--- src/rtl/branch_predictor.sv ---
// Direct-mapped branch predictor (BHT + BTB).
//
// Ports:
//   clk, n_rst            clock, asynchronous active-low reset
//   req_*                 decode-stage prediction request (valid, pc, direct target, static hint)
//   pred_*                combinational prediction (hit, taken, target)
//   fb_*                  execute-stage resolved branch/jump feedback
//   redirect, redirect_pc combinational fetch restart on mispredict
//   mispredict_count      saturating count of mispredict cycles
//
// Each entry holds a valid bit, tag, 2-bit saturating counter and target. The table is
// trained one cycle after feedback; a request in the same cycle sees the old contents.

`ifndef PC_SIZE
`define PC_SIZE 8
`endif

module branch_predictor #(
  parameter int unsigned PC_W  = `PC_SIZE,
  parameter int unsigned IDX_W = 4,
  parameter int unsigned CNT_W = 16
) (
  input  logic             clk,
  input  logic             n_rst,
  input  logic             req_valid,
  input  logic [PC_W-1:0]  req_pc,
  input  logic [PC_W-1:0]  req_target,
  input  logic             req_ps,
  output logic             pred_hit,
  output logic             pred_taken,
  output logic [PC_W-1:0]  pred_target,
  input  logic             fb_branch,
  input  logic             fb_jump,
  input  logic [PC_W-1:0]  fb_pc,
  input  logic [PC_W-1:0]  fb_predict_target,
  input  logic [PC_W-1:0]  fb_feedback_target,
  input  logic             fb_predict_taken,
  input  logic             fb_feedback_taken,
  output logic             redirect,
  output logic [PC_W-1:0]  redirect_pc,
  output logic [CNT_W-1:0] mispredict_count
);

  localparam int unsigned Entries = 1 << IDX_W;
  localparam int unsigned TagW    = PC_W - IDX_W;

  logic            valid_q [Entries];
  logic            valid_d [Entries];
  logic [TagW-1:0] tag_q   [Entries];
  logic [TagW-1:0] tag_d   [Entries];
  logic [1:0]      cnt_q   [Entries];
  logic [1:0]      cnt_d   [Entries];
  logic [PC_W-1:0] tgt_q   [Entries];
  logic [PC_W-1:0] tgt_d   [Entries];

  logic [CNT_W-1:0] mispredict_count_q, mispredict_count_d;

  logic [IDX_W-1:0] req_idx, fb_idx;
  logic [TagW-1:0]  req_tag, fb_tag;
  logic             fb_valid, fb_hit, mispredict;
  logic [PC_W-1:0]  fb_pc_inc;

  assign req_idx   = req_pc[IDX_W-1:0];
  assign req_tag   = req_pc[PC_W-1:IDX_W];
  assign fb_idx    = fb_pc[IDX_W-1:0];
  assign fb_tag    = fb_pc[PC_W-1:IDX_W];
  assign fb_valid  = fb_branch | fb_jump;
  assign fb_hit    = valid_q[fb_idx] && (tag_q[fb_idx] == fb_tag);
  // Fall-through address; wraps naturally at all-ones.
  assign fb_pc_inc = fb_pc + {{(PC_W-1){1'b0}}, 1'b1};

  // Prediction reads registered state only, so same-cycle training is not bypassed.
  always_comb begin
    pred_hit    = 1'b0;
    pred_taken  = 1'b0;
    pred_target = '0;
    if (req_valid) begin
      if (valid_q[req_idx] && (tag_q[req_idx] == req_tag)) begin
        pred_hit    = 1'b1;
        pred_taken  = cnt_q[req_idx][1];
        pred_target = tgt_q[req_idx];
      end else begin
        pred_taken  = req_ps;
        pred_target = req_target;
      end
    end
  end

  always_comb begin
    mispredict = fb_valid &&
                 ((fb_predict_taken != fb_feedback_taken) ||
                  (fb_feedback_taken && (fb_predict_target != fb_feedback_target)));
    redirect    = mispredict;
    redirect_pc = '0;
    if (mispredict) begin
      redirect_pc = fb_feedback_taken ? fb_feedback_target : fb_pc_inc;
    end
  end

  // Table training; a jump wins over a branch when both flags are set.
  always_comb begin
    valid_d = valid_q;
    tag_d   = tag_q;
    cnt_d   = cnt_q;
    tgt_d   = tgt_q;
    if (fb_valid) begin
      if (fb_hit) begin
        if (fb_jump) begin
          cnt_d[fb_idx] = 2'd3;
          tgt_d[fb_idx] = fb_feedback_target;
        end else if (fb_feedback_taken) begin
          if (cnt_q[fb_idx] != 2'd3) cnt_d[fb_idx] = cnt_q[fb_idx] + 2'd1;
          tgt_d[fb_idx] = fb_feedback_target;
        end else begin
          if (cnt_q[fb_idx] != 2'd0) cnt_d[fb_idx] = cnt_q[fb_idx] - 2'd1;
        end
      end else begin
        valid_d[fb_idx] = 1'b1;
        tag_d[fb_idx]   = fb_tag;
        if (fb_jump) begin
          cnt_d[fb_idx] = 2'd3;
          tgt_d[fb_idx] = fb_feedback_target;
        end else begin
          cnt_d[fb_idx] = fb_feedback_taken ? 2'd2 : 2'd1;
          tgt_d[fb_idx] = fb_feedback_taken ? fb_feedback_target : fb_pc_inc;
        end
      end
    end
  end

  always_comb begin
    mispredict_count_d = mispredict_count_q;
    if (mispredict && (mispredict_count_q != {CNT_W{1'b1}})) begin
      mispredict_count_d = mispredict_count_q + {{(CNT_W-1){1'b0}}, 1'b1};
    end
  end

  assign mispredict_count = mispredict_count_q;

  always_ff @(posedge clk or negedge n_rst) begin
    if (!n_rst) begin
      for (int i = 0; i < int'(Entries); i++) begin
        valid_q[i] <= 1'b0;
        tag_q[i]   <= '0;
        cnt_q[i]   <= 2'b01;
        tgt_q[i]   <= '0;
      end
      mispredict_count_q <= '0;
    end else begin
      valid_q            <= valid_d;
      tag_q              <= tag_d;
      cnt_q              <= cnt_d;
      tgt_q              <= tgt_d;
      mispredict_count_q <= mispredict_count_d;
    end
  end

endmodule

--- config.mk ---
export PLATFORM = sky130hd
export DESIGN_NAME = branch_predictor
export DESIGN_NICKNAME = d
export VERILOG_FILES = /design/src/rtl/branch_predictor.sv
export SDC_FILE = /design/constraint.sdc
export NUM_CORES = 1
export LEC_CHECK = 0
export ABC_AREA = 1
export BUFFER_PORTS_ARGS = -buffer_cell sky130_fd_sc_hd__buf_2
export CAP_MARGIN = 20
export CORE_MARGIN = 4
export CORE_UTILIZATION = 27
export CTS_CLUSTER_SIZE = 12
export DETAILED_ROUTE_END_ITERATION = 16
export PLACE_DENSITY = 0.49
export SYNTH_ARGS = -nofsm -noshare
export SYNTH_HDL_FRONTEND = slang
export SYNTH_SLANG_ARGS = --single-unit
--- constraint.sdc ---
create_clock -name clk -period 5.8 [get_ports clk]
set_input_delay 0.87 -clock clk [delete_from_list [all_inputs] [get_ports clk]]
set_output_delay 0.87 -clock clk [all_outputs]
set_load 0.01 [all_outputs]
---- After elaboration in Yosys (flattened, before gate mapping) ----
Cells that the tools add are included.
cells by class
  add/subtract/negate cells ............... 4
  magnitude comparators ................... 3
  equality and inequality tests ........... 9
  mux-type cells .......................... 54
  bitwise logic cells ..................... 6
  reductions and logical operators ........ 11
operators by type and width
  operator                                        count
  two-way mux 128 bit                             4
  bitwise mux 128 bit                             2
  two-way mux 32 bit                              6
  bitwise mux 32 bit                              3
  bitwise mux 64 bit                              1
  two-way mux 8 bit                               7
  binary-select mux 4 bit (select 4 bit)          2
  binary-select mux 8 bit (select 4 bit)          1
  demux 8 bit (select 4 bit)                      1
  OR 32 bit                                       1
  two-way mux 4 bit                               5
  adder 16 x 1 -> 16 bit (second input constant)  1
  binary-select mux 2 bit (select 4 bit)          2
  demux 4 bit (select 4 bit)                      1
  inequality test 16 bit (second input constant)  1
  OR 16 bit                                       1
  two-way mux 2 bit                               6
  >= comparator 5 bit (second input constant)     2
  inverter 4 -> 5 bit                             2
  two-way mux 1 bit                               9
  adder 8 x 1 -> 8 bit (second input constant)    1
  binary-select mux 1 bit (select 4 bit)          2
  demux 2 bit (select 4 bit)                      1
  equality test 4 bit                             2
  other kinds (16)                                23
word-level totals
  bits in registers ....................... 256
  bits of input ports ..................... 48
  word-level logic and storage cells ...... 152

---- Logic depth before layout (Yosys ltp) ----
  word-level depth ........................ 10
  mapped depth ............................ 20

---- Least setup slack after synthesis ----
Ideal clock, no wire load.
  kind .................................... input -> register
  from .................................... in fb_pc[0]
  to ...................................... reg cnt_q[1] in the netlist's numbering
  library setup time ...................... 66 ps
  arrival ................................. 3486 ps
  data required time ...................... 5734 ps
  path slack .............................. 2248 ps
  stages on the path ...................... 18
  buffers on the path ..................... 5
  path through ............................ buf_4 > buf_2 > clkbuf_1 > nor2_1 > o22ai_1 > nand2_1 > nand2_1 > nor2_1 > buf_4 > ha_1 > xnor2_1 > clkbuf_1 > nand3_1 > nand2_1 > nand3_1 > nand2_1 > nand4_1 > nand2_1
between the ends
  cells in the longest elaborated chain, start to end .. 10
ends and longest elaborated chain
  item                                                                          line           text
  start, declared                                                               34             input logic [PC_W-1:0] fb_pc,
  inverter 4 -> 5 bit (*)                                                       n/a
  binary-select mux 2 bit (select 4 bit), or another cell as far along          112, 115
  two-way mux 2 bit (implied by the code) or logical AND 1 bit (tied branches)  112, 115, 109
  two-way mux 2 bit (on tied branches)                                          112, 115, 109
  subtractor 2 x 1 -> 2 bit, or another cell as far along                       115            if (cnt_q[fb_idx] != 2'd0) cnt_d[fb_idx] = cnt_q[fb_idx] - 2'd1;
  bitwise mux 32 bit (on tied branches)                                         115, 112
  two-way mux 32 bit (on tied branches)                                         115, 112
  two-way mux 32 bit                                                            111            end else if (fb_feedback_taken) begin
  two-way mux 32 bit                                                            108            if (fb_jump) begin
  two-way mux 32 bit                                                            107            if (fb_hit) begin
  end signal, assigned                                                          152            cnt_q <= cnt_d;
  end, declared                                                                 51             logic [1:0] cnt_q [Entries];
Every way passes the cells marked *; elsewhere a longest branch is shown, timed or not. The select of a mux whose other input is x is not followed.
A chain may end at the register's enable or synchronous reset.

---- Final worst setup path ----
  from .................................... in req_pc[0]
  to ...................................... out pred_target[0]
between the ends
  cells in the longest elaborated chain, start to end .. 8
ends and longest elaborated chain
  item                                                  line    text
  start, declared                                       26      input logic [PC_W-1:0] req_pc,
  inverter 4 -> 5 bit (implied by the code) (*)         78, 81
  binary-select mux 4 bit (select 4 bit)                78      if (valid_q[req_idx] && (tag_q[req_idx] == req_tag)) begin
  two-way mux 4 bit (implied by the code) (2 in a row)  78
  equality test 4 bit                                   78
  logical AND 1 bit                                     78
  two-way mux 8 bit (*)                                 78
  two-way mux 8 bit (*)                                 77      if (req_valid) begin
  end, declared                                         31      output logic [PC_W-1:0] pred_target,
Marks and branches as above.

==> flow_metrics.py <==
metrics = {
    "outcome": {
        "status": "finished clean",
    },
    "critical_path": {
        "cp_max_fo": 59,
        "startpoint_type": "primary input",
        "critPathKind": "primary input to output pin",
        "rr_worst_depth": 16,
        "cp.required_ns": 4.93,
        "worst_ep_arrival_time_ns": 3.54,
        "end_kind": "output pin",
    },
    "logic_synthesis": {
        "yosysTopAreaCellShare_pct": 30.22,
        "ys_warn_count": 0,
        "synth_cells": 3159,
        "async_reset_ff_share_pct": 100.0,
        "synth_top_cell_by_area": "dfrtp_1",
        "synth_most_common_cell": "nand2_1",
        "syn_area_sq_um": 19870,
        "syn_area_per_cell_sq_um": 6.290,
        "ys_types": 38,
        "syn_nets": 3214,
        "ys_seq_area_share_pct": 32.34,
        "synth_top_cells_by_area": "dfrtp_1 30%, nand2_1 20%, o21ai_0 12%",
        "ys.flop_type": "dfrtp_1",
        "synth_edf_count": 0,
        "ys_ff_latch": 256,
        "synthTopCellsByCount": "1,067 x nand2_1, 494 x o21ai_0, 447 x nand3_1, 240 x dfrtp_1, 141 x clkbuf_1",
    },
    "floorplan": {
        "die_area_sq_um": 78000,
        "fp.coreArea_sq_um": 72960,
        "initial_core_util_pct": 27.23,
        "rows": 99,
        "die_h_um": 279.3,
        "io_pins": 83,
        "die_w_um": 279.3,
    },
    "power_and_ir_drop": {
        "swShare_pct": 37.16,
        "power.switching_mw": 2.275,
        "peakVddDrop_mv": 0.1560,
        "p_comb_share_pct": 26.3,
        "internal-power_mw": 3.847,
        "pwr-share-seq_pct": 37.1,
        "p_leak_nw": 10.18,
        "powerDensity_nw_per_um2": 276.1,
        "power_frac_clock_pct": 36.6,
    },
    "clocking": {
        "ctsHtreeMaxLevel": 2,
        "hold_buffers": 0,
        "clock-sinks": 256,
        "cts_resized": 0,
        "clkTransAtPathRegs_ns": 0.05,
        "cts_setup_buffers": 0,
        "cts_tree": "built",
        "cts_buffers": 36,
        "clock_latency_ns": 0.58,
        "cts_buffer_depth": 3,
        "cts_root_buffer": "clkbuf_16",
    },
    "placement": {
        "pre_cts_slack_ns": 1.420,
        "finalWeightedCongestion": 0.8354,
        "hpwl_um": 52800,
        "port-buffer-count": 82,
        "dpl_cell_area_sq_um": 21020,
    },
    "timing": {
        "fin_ws_ns": 1.388,
        "fmax_ghz": 0.2266,
        "slew_headroom_pct": 31.05,
        "fin_crit_sh_pct": 76.07,
        "finalSetupViolCount": 0,
        "fin_setup_tns_ns": 0,
        "hold_violations": 0,
        "maxSlewViolCount": 0,
        "final.setup_skew_ns": 0.02509,
        "worstMarginPinSlew_ns": 1.033,
        "period_minus_slack_ns": 4.412,
        "hold_slack_ns": 0.2596,
        "rsz0062_at_grt": "no",
    },
    "detailed_routing": {
        "drc": 0,
        "wl_per_cell_um": 19.84,
        "drt-vias-per-instance": 5.270,
        "final_antenna_net_count": 0,
        "dr.pass1.iters": 8,
        "drt_iter0_markers": 2348,
        "vias": 21535,
        "wl_um": 81070,
    },
    "layout": {
        "final_nets": 3156,
        "syn2layout_area_growth_pct": 11.61,
        "finalInstanceArea_sq_um": 22180,
        "layout-drive-gt1-share_pct": 9.053,
        "multi_input_area_sq_um": 11800,
        "fin_util_pct": 30.40,
        "area.sequential_sq_um": 6426,
        "fill_cells": 8052,
    },
    "flow_run": {
        "maxCapViolCount": 0,
    },
    "grt": {
        "track_usage_pct": 20.27,
        "grt_pass1_vias": 19636,
        "grt.overflow.total": 0,
        "grt_max_degree": 135,
        "antenna_found_initial": 2,
        "grt_first_pass_wirelength_um": 124600,
    },
    "worst_hold_path": {
        "hp-class": "primary input to async pin",
    },
}
power by group through the flow:
stage                     registers [mW]  logic, mW  clock network [mW]
final                               2.27       1.61                2.24
after global routing                2.30       1.81                2.37
after CTS                           2.27       1.61                2.30
after detailed placement            2.29       1.60                   0
after global placement              2.30       1.60                   0
after floorplan                     2.23       1.07                   0
cells by family (layout without fill, tap and decap cells):
group           count (synthesis)  count (layout)  synth area share, %
xor+xnor                       25              25                1.102
other cells                     0               1                    0
fa+ha+maj                       7               7               0.4408
flops                         256             256                32.34
simple gates                 1747            1747                37.98
compound gates                726             726                19.70
buf+inv                       398             365                8.432
path summary, 6_finish.rpt:
check | from | to | slack (ns)
setup / recovery | req_pc[0] | pred_target[0] | 1.39
hold / removal | n_rst | tag_q[22] | 0.26
setup reg to reg | tag_q[25] | cnt_q[15] | 2.79
hold reg to reg | valid_q[13] | valid_q[13] | 0.47
max in group asynchronous | n_rst | tgt_q[68] | 4.19
min in group clk | valid_q[13] | valid_q[13] | 0.47
registers in the layout (all words and copies together) (netlist names):
register and flops:
cnt_q 32, mispredict_count 16, tag_q 64, tgt_q 128, valid_q 16
critical path: stages:
cell and delay, ns:
buf_4 0.14, buf_4 0.58, a21oi_1 0.15, o21ai_0 0.10, nand3_1 0.10, nand3_1 0.11
nand2_1 0.08, xnor2_1 0.68, nand3_2 0.28, o21ai_0 0.25, nor2_1 0.06, buf_2 0.14
placed cells by master (no fill, tap or decap), types with 24 or more instances in the layout:
cell	count
buf_4	59
o21ai_0	494
nand3_1	447
o221ai_1	24
o21ai_1	57
inv_1	127
buf_2	79
clkbuf_16	36
nand2_1	1067
dfrtp_1	240
o31ai_1	32
nand4_1	36
a21oi_1	71
nor2_1	133
through the flow:
stage | instances | power [mW]
floorplan | 3159 | 3.297
global placement | 4022 | 3.897
detailed placement | 4022 | 3.895
CTS | 4085 | 6.177
global route | 4085 | 6.485
finish | 4086 | 6.122
area by class of cell:
type	count	share of cell area, %
Multi-Input combinational cell	2505	53.21
Tap cell	959	5.411
Sequential cell	256	28.98
Timing Repair Buffer	146	4.480
Clock inverter	9	0.5811
Inverter	156	2.691
Antenna cell	1	0.01128
Clock buffer	54	4.638
layer usage:
layer	vias to the layer above	part of all wire [%]	global-route usage, %
met2	744	43	30.79
met3	137	7.3	3.930
li1	10501	-	-
met5	-	0.0086	0
met1	10151	46	28.98
met4	2	3.3	6.447
Power figures use the tool's default switching activity.
